--- src/rtl/lpc_pkg.sv ---
// Shared types and widths for the LPC coefficient path.
package lpc_pkg;
  localparam int COEFF_W       = 12;
  localparam int ORDER_W       = 4;
  localparam int ERR_W         = 32;
  localparam int MAX_LPC_ORDER = 12;

  typedef enum logic [2:0] {
    ST_IDLE   = 3'd0,
    ST_LOAD   = 3'd1,
    ST_SELECT = 3'd2,
    ST_UNLOAD = 3'd3,
    ST_FINISH = 3'd4
  } state_t;
endpackage

--- src/rtl/order_cost_cmp.sv ---
// Penalised model cost with saturation, and strict-less comparison against the current best.
// Purely combinational.
module order_cost_cmp
  import lpc_pkg::*;
#(
  parameter logic [ERR_W-1:0] ORDER_PENALTY = '0
) (
  input  logic [ERR_W-1:0]   err_i,
  input  logic [ORDER_W-1:0] m_i,
  input  logic [ERR_W-1:0]   best_cost_i,
  output logic [ERR_W-1:0]   cost_o,
  output logic               better_o
);
  logic [ERR_W+3:0] sum;

  always_comb begin
    // 36 bits cannot overflow: worst case is 16 * (2^32 - 1).
    sum      = {4'b0, err_i} + ({4'b0, ORDER_PENALTY} * {{ERR_W{1'b0}}, m_i});
    cost_o   = (sum[ERR_W+3:ERR_W] != 4'b0) ? {ERR_W{1'b1}} : sum[ERR_W-1:0];
    better_o = (cost_o < best_cost_i);
  end
endmodule

--- src/rtl/durbin_order_scheduler.sv ---
// Loads Durbin coefficients into the store, picks the cheapest model order, then unloads it.
// All outputs registered; load and unload paths have one cycle of latency.
module durbin_order_scheduler
  import lpc_pkg::*;
#(
  parameter int               MAX_ORDER     = MAX_LPC_ORDER,
  parameter logic [ERR_W-1:0] ORDER_PENALTY = 32'd0
) (
  input  logic                 iClock,
  input  logic                 iReset_n,
  input  logic                 iEnable,
  input  logic                 iStart,
  input  logic                 iCoeffValid,
  input  logic [ORDER_W-1:0]   iM,
  input  logic [COEFF_W-1:0]   iCoeff,
  input  logic                 iOrderDone,
  input  logic [ERR_W-1:0]     iError,
  output logic                 oLoad,
  output logic [ORDER_W-1:0]   oM,
  output logic [COEFF_W-1:0]   oStoreCoeff,
  output logic                 oUnload,
  output logic [ORDER_W-1:0]   oBestM,
  input  logic [COEFF_W-1:0]   iStoreCoeff,
  input  logic                 iStoreValid,
  input  logic                 iStoreDone,
  output logic [COEFF_W-1:0]   oCoeff,
  output logic                 oValid,
  output logic                 oDone,
  output logic                 oBusy,
  output logic                 oOrderErr
);
  localparam logic [ORDER_W-1:0] LAST_M = ORDER_W'(MAX_ORDER);

  state_t               state_q, state_d;
  logic [ERR_W-1:0]     best_cost_q, best_cost_d;
  logic [ORDER_W-1:0]   best_m_q, best_m_d;
  logic                 load_q, load_d;
  logic [ORDER_W-1:0]   m_q, m_d;
  logic [COEFF_W-1:0]   scoef_q, scoef_d;
  logic                 unload_q, unload_d;
  logic [ORDER_W-1:0]   bestm_q, bestm_d;
  logic [COEFF_W-1:0]   coeff_q, coeff_d;
  logic                 valid_q, valid_d;
  logic                 done_q, done_d;
  logic                 busy_q, busy_d;
  logic                 err_q, err_d;

  logic                 m_ok;
  logic [ERR_W-1:0]     cost;
  logic                 better;

  order_cost_cmp #(.ORDER_PENALTY(ORDER_PENALTY)) u_cmp (
    .err_i       (iError),
    .m_i         (iM),
    .best_cost_i (best_cost_q),
    .cost_o      (cost),
    .better_o    (better)
  );

  assign m_ok = (iM != '0) && (iM <= LAST_M);

  always_comb begin
    state_d     = state_q;
    best_cost_d = best_cost_q;
    best_m_d    = best_m_q;
    load_d      = 1'b0;
    m_d         = m_q;
    scoef_d     = scoef_q;
    unload_d    = 1'b0;
    bestm_d     = bestm_q;
    coeff_d     = coeff_q;
    valid_d     = 1'b0;
    done_d      = 1'b0;
    busy_d      = busy_q;
    err_d       = err_q;
    if (iEnable) begin
      busy_d = (state_q != ST_IDLE);
      case (state_q)
        ST_IDLE: begin
          best_cost_d = '1;
          best_m_d    = ORDER_W'(1);
          if (iStart) begin
            err_d   = 1'b0;
            state_d = ST_LOAD;
          end
        end
        ST_LOAD: begin
          if (iCoeffValid) begin
            if (m_ok) begin
              load_d  = 1'b1;
              m_d     = iM;
              scoef_d = iCoeff;
            end else begin
              err_d = 1'b1;
            end
          end
          if (iOrderDone) begin
            if (m_ok) begin
              // Strict less-than: on a tie the earlier (lower) order wins.
              if (better) begin
                best_cost_d = cost;
                best_m_d    = iM;
              end
              if (iM == LAST_M) state_d = ST_SELECT;
            end else begin
              err_d = 1'b1;
            end
          end
        end
        ST_SELECT: begin
          bestm_d = best_m_q;
          state_d = ST_UNLOAD;
        end
        ST_UNLOAD: begin
          if (iStoreValid) begin
            valid_d = 1'b1;
            coeff_d = iStoreCoeff;
          end
          if (iStoreDone) state_d = ST_FINISH;
        end
        ST_FINISH: begin
          done_d  = 1'b1;
          state_d = ST_IDLE;
        end
        default: state_d = ST_IDLE;
      endcase
      // Looking at the next state lets iStoreDone drop oUnload on the same edge.
      unload_d = (state_d == ST_UNLOAD);
    end
  end

  always_ff @(posedge iClock or negedge iReset_n) begin
    if (!iReset_n) begin
      state_q     <= ST_IDLE;
      best_cost_q <= '1;
      best_m_q    <= ORDER_W'(1);
      load_q      <= 1'b0;
      m_q         <= '0;
      scoef_q     <= '0;
      unload_q    <= 1'b0;
      bestm_q     <= ORDER_W'(1);
      coeff_q     <= '0;
      valid_q     <= 1'b0;
      done_q      <= 1'b0;
      busy_q      <= 1'b0;
      err_q       <= 1'b0;
    end else begin
      state_q     <= state_d;
      best_cost_q <= best_cost_d;
      best_m_q    <= best_m_d;
      load_q      <= load_d;
      m_q         <= m_d;
      scoef_q     <= scoef_d;
      unload_q    <= unload_d;
      bestm_q     <= bestm_d;
      coeff_q     <= coeff_d;
      valid_q     <= valid_d;
      done_q      <= done_d;
      busy_q      <= busy_d;
      err_q       <= err_d;
    end
  end

  assign oLoad       = load_q;
  assign oM          = m_q;
  assign oStoreCoeff = scoef_q;
  assign oUnload     = unload_q;
  assign oBestM      = bestm_q;
  assign oCoeff      = coeff_q;
  assign oValid      = valid_q;
  assign oDone       = done_q;
  assign oBusy       = busy_q;
  assign oOrderErr   = err_q;
endmodule

--- config.mk ---
export PLATFORM = sky130hd
export DESIGN_NAME = durbin_order_scheduler
export DESIGN_NICKNAME = d
export VERILOG_FILES = /design/src/rtl/lpc_pkg.sv /design/src/rtl/order_cost_cmp.sv /design/src/rtl/durbin_order_scheduler.sv
export SDC_FILE = /design/constraint.sdc
export NUM_CORES = 1
export LEC_CHECK = 0
export ABC_AREA = 1
export CORE_MARGIN = 2
export CORE_UTILIZATION = 45
export DETAILED_ROUTE_END_ITERATION = 10
export MAX_ROUTING_LAYER = met4
export PLACE_DENSITY = 0.73
export SLEW_MARGIN = 5
export SYNTH_ARGS = -nofsm -noshare
export SYNTH_HDL_FRONTEND = slang
export SYNTH_HIERARCHICAL = 1
export SYNTH_SLANG_ARGS = --single-unit
--- constraint.sdc ---
create_clock -name iClock -period 5.8 [get_ports iClock]
set_clock_uncertainty 0.2 [all_clocks]
set_input_delay 1.16 -clock iClock [delete_from_list [all_inputs] [get_ports iClock]]
set_output_delay 1.16 -clock iClock [all_outputs]
set_load 0.01 [all_outputs]
==> results.json <==
{
  "outcome": "finished, final reports clean",
  "stdcell_area_um2": 5610,
  "cp_top_family": "simple AND/OR/NAND/NOR gates",
  "slowest_stage": "clkdlybuf4s50_1",
  "dieArea_um2": 10900,
  "min_period_over_period_pct": 68.2,
  "hpwl_um": 7190,
  "synth_commonest_cells": "nand2_1 (233), inv_1 (84), dfrtp_1 (43)",
  "clock.fmax_mhz": 253,
  "grt_pass1_vias": 3879,
  "die_h_um": 104,
  "areaGrowthSynthToFinish_pct": 23.8,
  "crit_type": "primary input to flop",
  "yosys.area.top_type": "dfrtp_1",
  "crit_chain": "clkdlybuf4s50_1, ha_1, a21oi_1, nor2_1, nor3_2, nand2_1, nand2_1, nand2_1, a21oi_2, nor2_1, nor2_4, buf_4, nand3_4, nand2_1, nand2_1",
  "tightest_slew_ns": 0.966,
  "grtUsageMet3_pct": 5.33,
  "p_leak_nw": 2.95,
  "hold_violations": 0,
  "critPathMaxFanout": 36,
  "synthFlopType": "dfrtp_1",
  "htreeDepth": 3,
  "synth_area_leaders": "dfrtp_1 (24%), dfstp_2 (20%), nand2_1 (19%), ha_1 (8.6%), inv_1 (7.0%)",
  "cts_inserted_buffers": 9,
  "ioPinCount": 106,
  "met2_usage_pct": 32.6,
  "detail-route-antenna-nets": 0,
  "period_needed_ns": 3.96,
  "die_w_um": 104,
  "rsz0062_at_grt": "false",
  "required_ns": 5.83,
  "clkSlewWorstSetupHoldPaths_ns": 0.08,
  "hold_buffers": 0,
  "firstDrtPassIters": 4,
  "synth-edff-count": 0,
  "powerDensity_nw_per_um2": 435,
  "drive_gt1_share_pct": 9.30,
  "clk_latency_ns": 0.35,
  "drtIter0Drc": 157,
  "antenna_found_initial": 0,
  "synth_top_area_share_pct": 23.7,
  "top_usage_layer": "met2",
  "nets": 750,
  "grt_pass1_wl_um": 17500,
  "num_antenna_cells": 0,
  "finalSetupTns_ns": 0,
  "syn_inst": 587,
  "post_cts_buffers": 0,
  "root_buffer": "clkbuf_8",
  "wl_um": 10200,
  "gp_congestion": 0.790,
  "synth-seq-area-share_pct": 43.4,
  "rows": 36,
  "vias": 3772,
  "cts_tree": "built",
  "routedWlPerCell_um": 12.9,
  "via_per_inst": 4.78,
  "cts.sink_count": 77,
  "synth_fp_nets": 686,
  "ys.warnings.count": 6,
  "setup_violations": 0,
  "r2r_slack_ns": 2.54,
  "finalMaxSlewViolations": 0,
  "synth.ff_latch_count": 77,
  "syn_avg_cell_area_um2": 7.72,
  "drcViolationCount": 0,
  "syn_area_um2": 4530,
  "grt_max_degree": 78,
  "crit_top_cell": "nand2_1",
  "port_buffers": 105,
  "hold_path_class": "flop to flop",
  "crit_path_end_kind": "flop",
  "peakVddDrop_uv": 239,
  "start_kind": "primary input",
  "yosysMostFrequentCell": "nand2_1",
  "max_slew_margin_pct": 35.6,
  "core-area_um2": 9770,
  "arrival_ns": 3.99,
  "synthArstFlopShare_pct": 100,
  "use_met1_pct": 24.6,
  "track_usage_pct": 20.1,
  "clockBufferDepth": 2,
  "start_util_pct": 46.4,
  "grt_overflow": 0,
  "max_stage_delay_ns": 0.43,
  "synth.distinct_cells": 27,
  "drv_cap": 0,
  "place_area_um2": 5410,
  "ctsResizeCount": 0,
  "cp_num_buf_inv": 2
}
## registers in the layout, summed over array words and instances, names as in the netlist
name         count
best_cost_q     32
best_m_q         4
oBestM           4
oBusy            1
oCoeff          12
oDone            1
oLoad            1
oM               4
oOrderErr        1
oStoreCoeff     12
oUnload          1
oValid           1
state_q          3
## cells by family after synthesis
logic type | synth area share, %
adder cells (fa/ha/maj) | 8.56
flip-flops | 43.4
AO/OA/AOI/OAI | 4.14
AND/OR/NAND/NOR | 29.2
buffers and inverters | 14.7
## stage by stage
stage	hold slack [ns]	worst slack [ns]	instances	total power (W)	utilization [%]
floorplan	0.242	2.81	587	0.00163	-
global placement	0.251	1.59	773	0.00199	55.4
detailed placement	0.255	1.47	773	0.00203	55.4
CTS	0.267	1.84	789	0.00246	57.4
global route	0.280	1.53	789	0.00266	57.4
finish	0.263	1.84	789	0.00244	57.4
## path summary, 6_finish.rpt
check | start | end | cells past startpoint
worst max-delay path | iError[5] | best_m_q[2] | 15
worst min-delay path | best_cost_q[21] | best_cost_q[21] | 2
worst max register to register | best_cost_q[5] | best_m_q[2] | 15
worst min register to register | best_cost_q[21] | best_cost_q[21] | 2
max in group asynchronous | iReset_n | best_m_q[1] | 1
min in group asynchronous | iReset_n | oM[2] | 1
## per-layer routing
layer	share of wire [%]	wire length [um]
met1	44	4500
met2	48	4860
met3	6.8	688
met4	1.1	111
met5	0	0
## layout by cell type (no fill, tap or decap), drive strengths merged, types with 15 or more instances in the layout
cell type and instances:
nand2 234, clkdlybuf4s50 104, inv 86, dfrtp 43, nand4 37, dfstp 34, ha 31, nor2 20
o21ai 18, a21oi 15
## power breakdown
part / internal (W) / total, W / switching [W]
Clock: 0.000212 / 0.000417 / 0.000204
Combinational: 0.000477 / 0.00105 / 0.000570
Sequential: 0.000850 / 0.000976 / 0.000126
Total: 0.00154 / 0.00244 / 0.000900
## worst min-delay path: cells and delay by family, from the launching register on
family           cells  cell delay [ns]
DFF                  1             0.37
and+or+nand+nor      2             0.09
## cell type report
class	instances	area, um^2
Tap cell	133	166
Clock inverter	5	60.1
Sequential cell	77	1970
Multi-Input combinational cell	372	1900
Inverter	85	319
Fill cell	920	4160
Timing Repair Buffer	106	1060
Clock buffer	11	141
No activity file was read; power rests on OpenSTA's default activity.
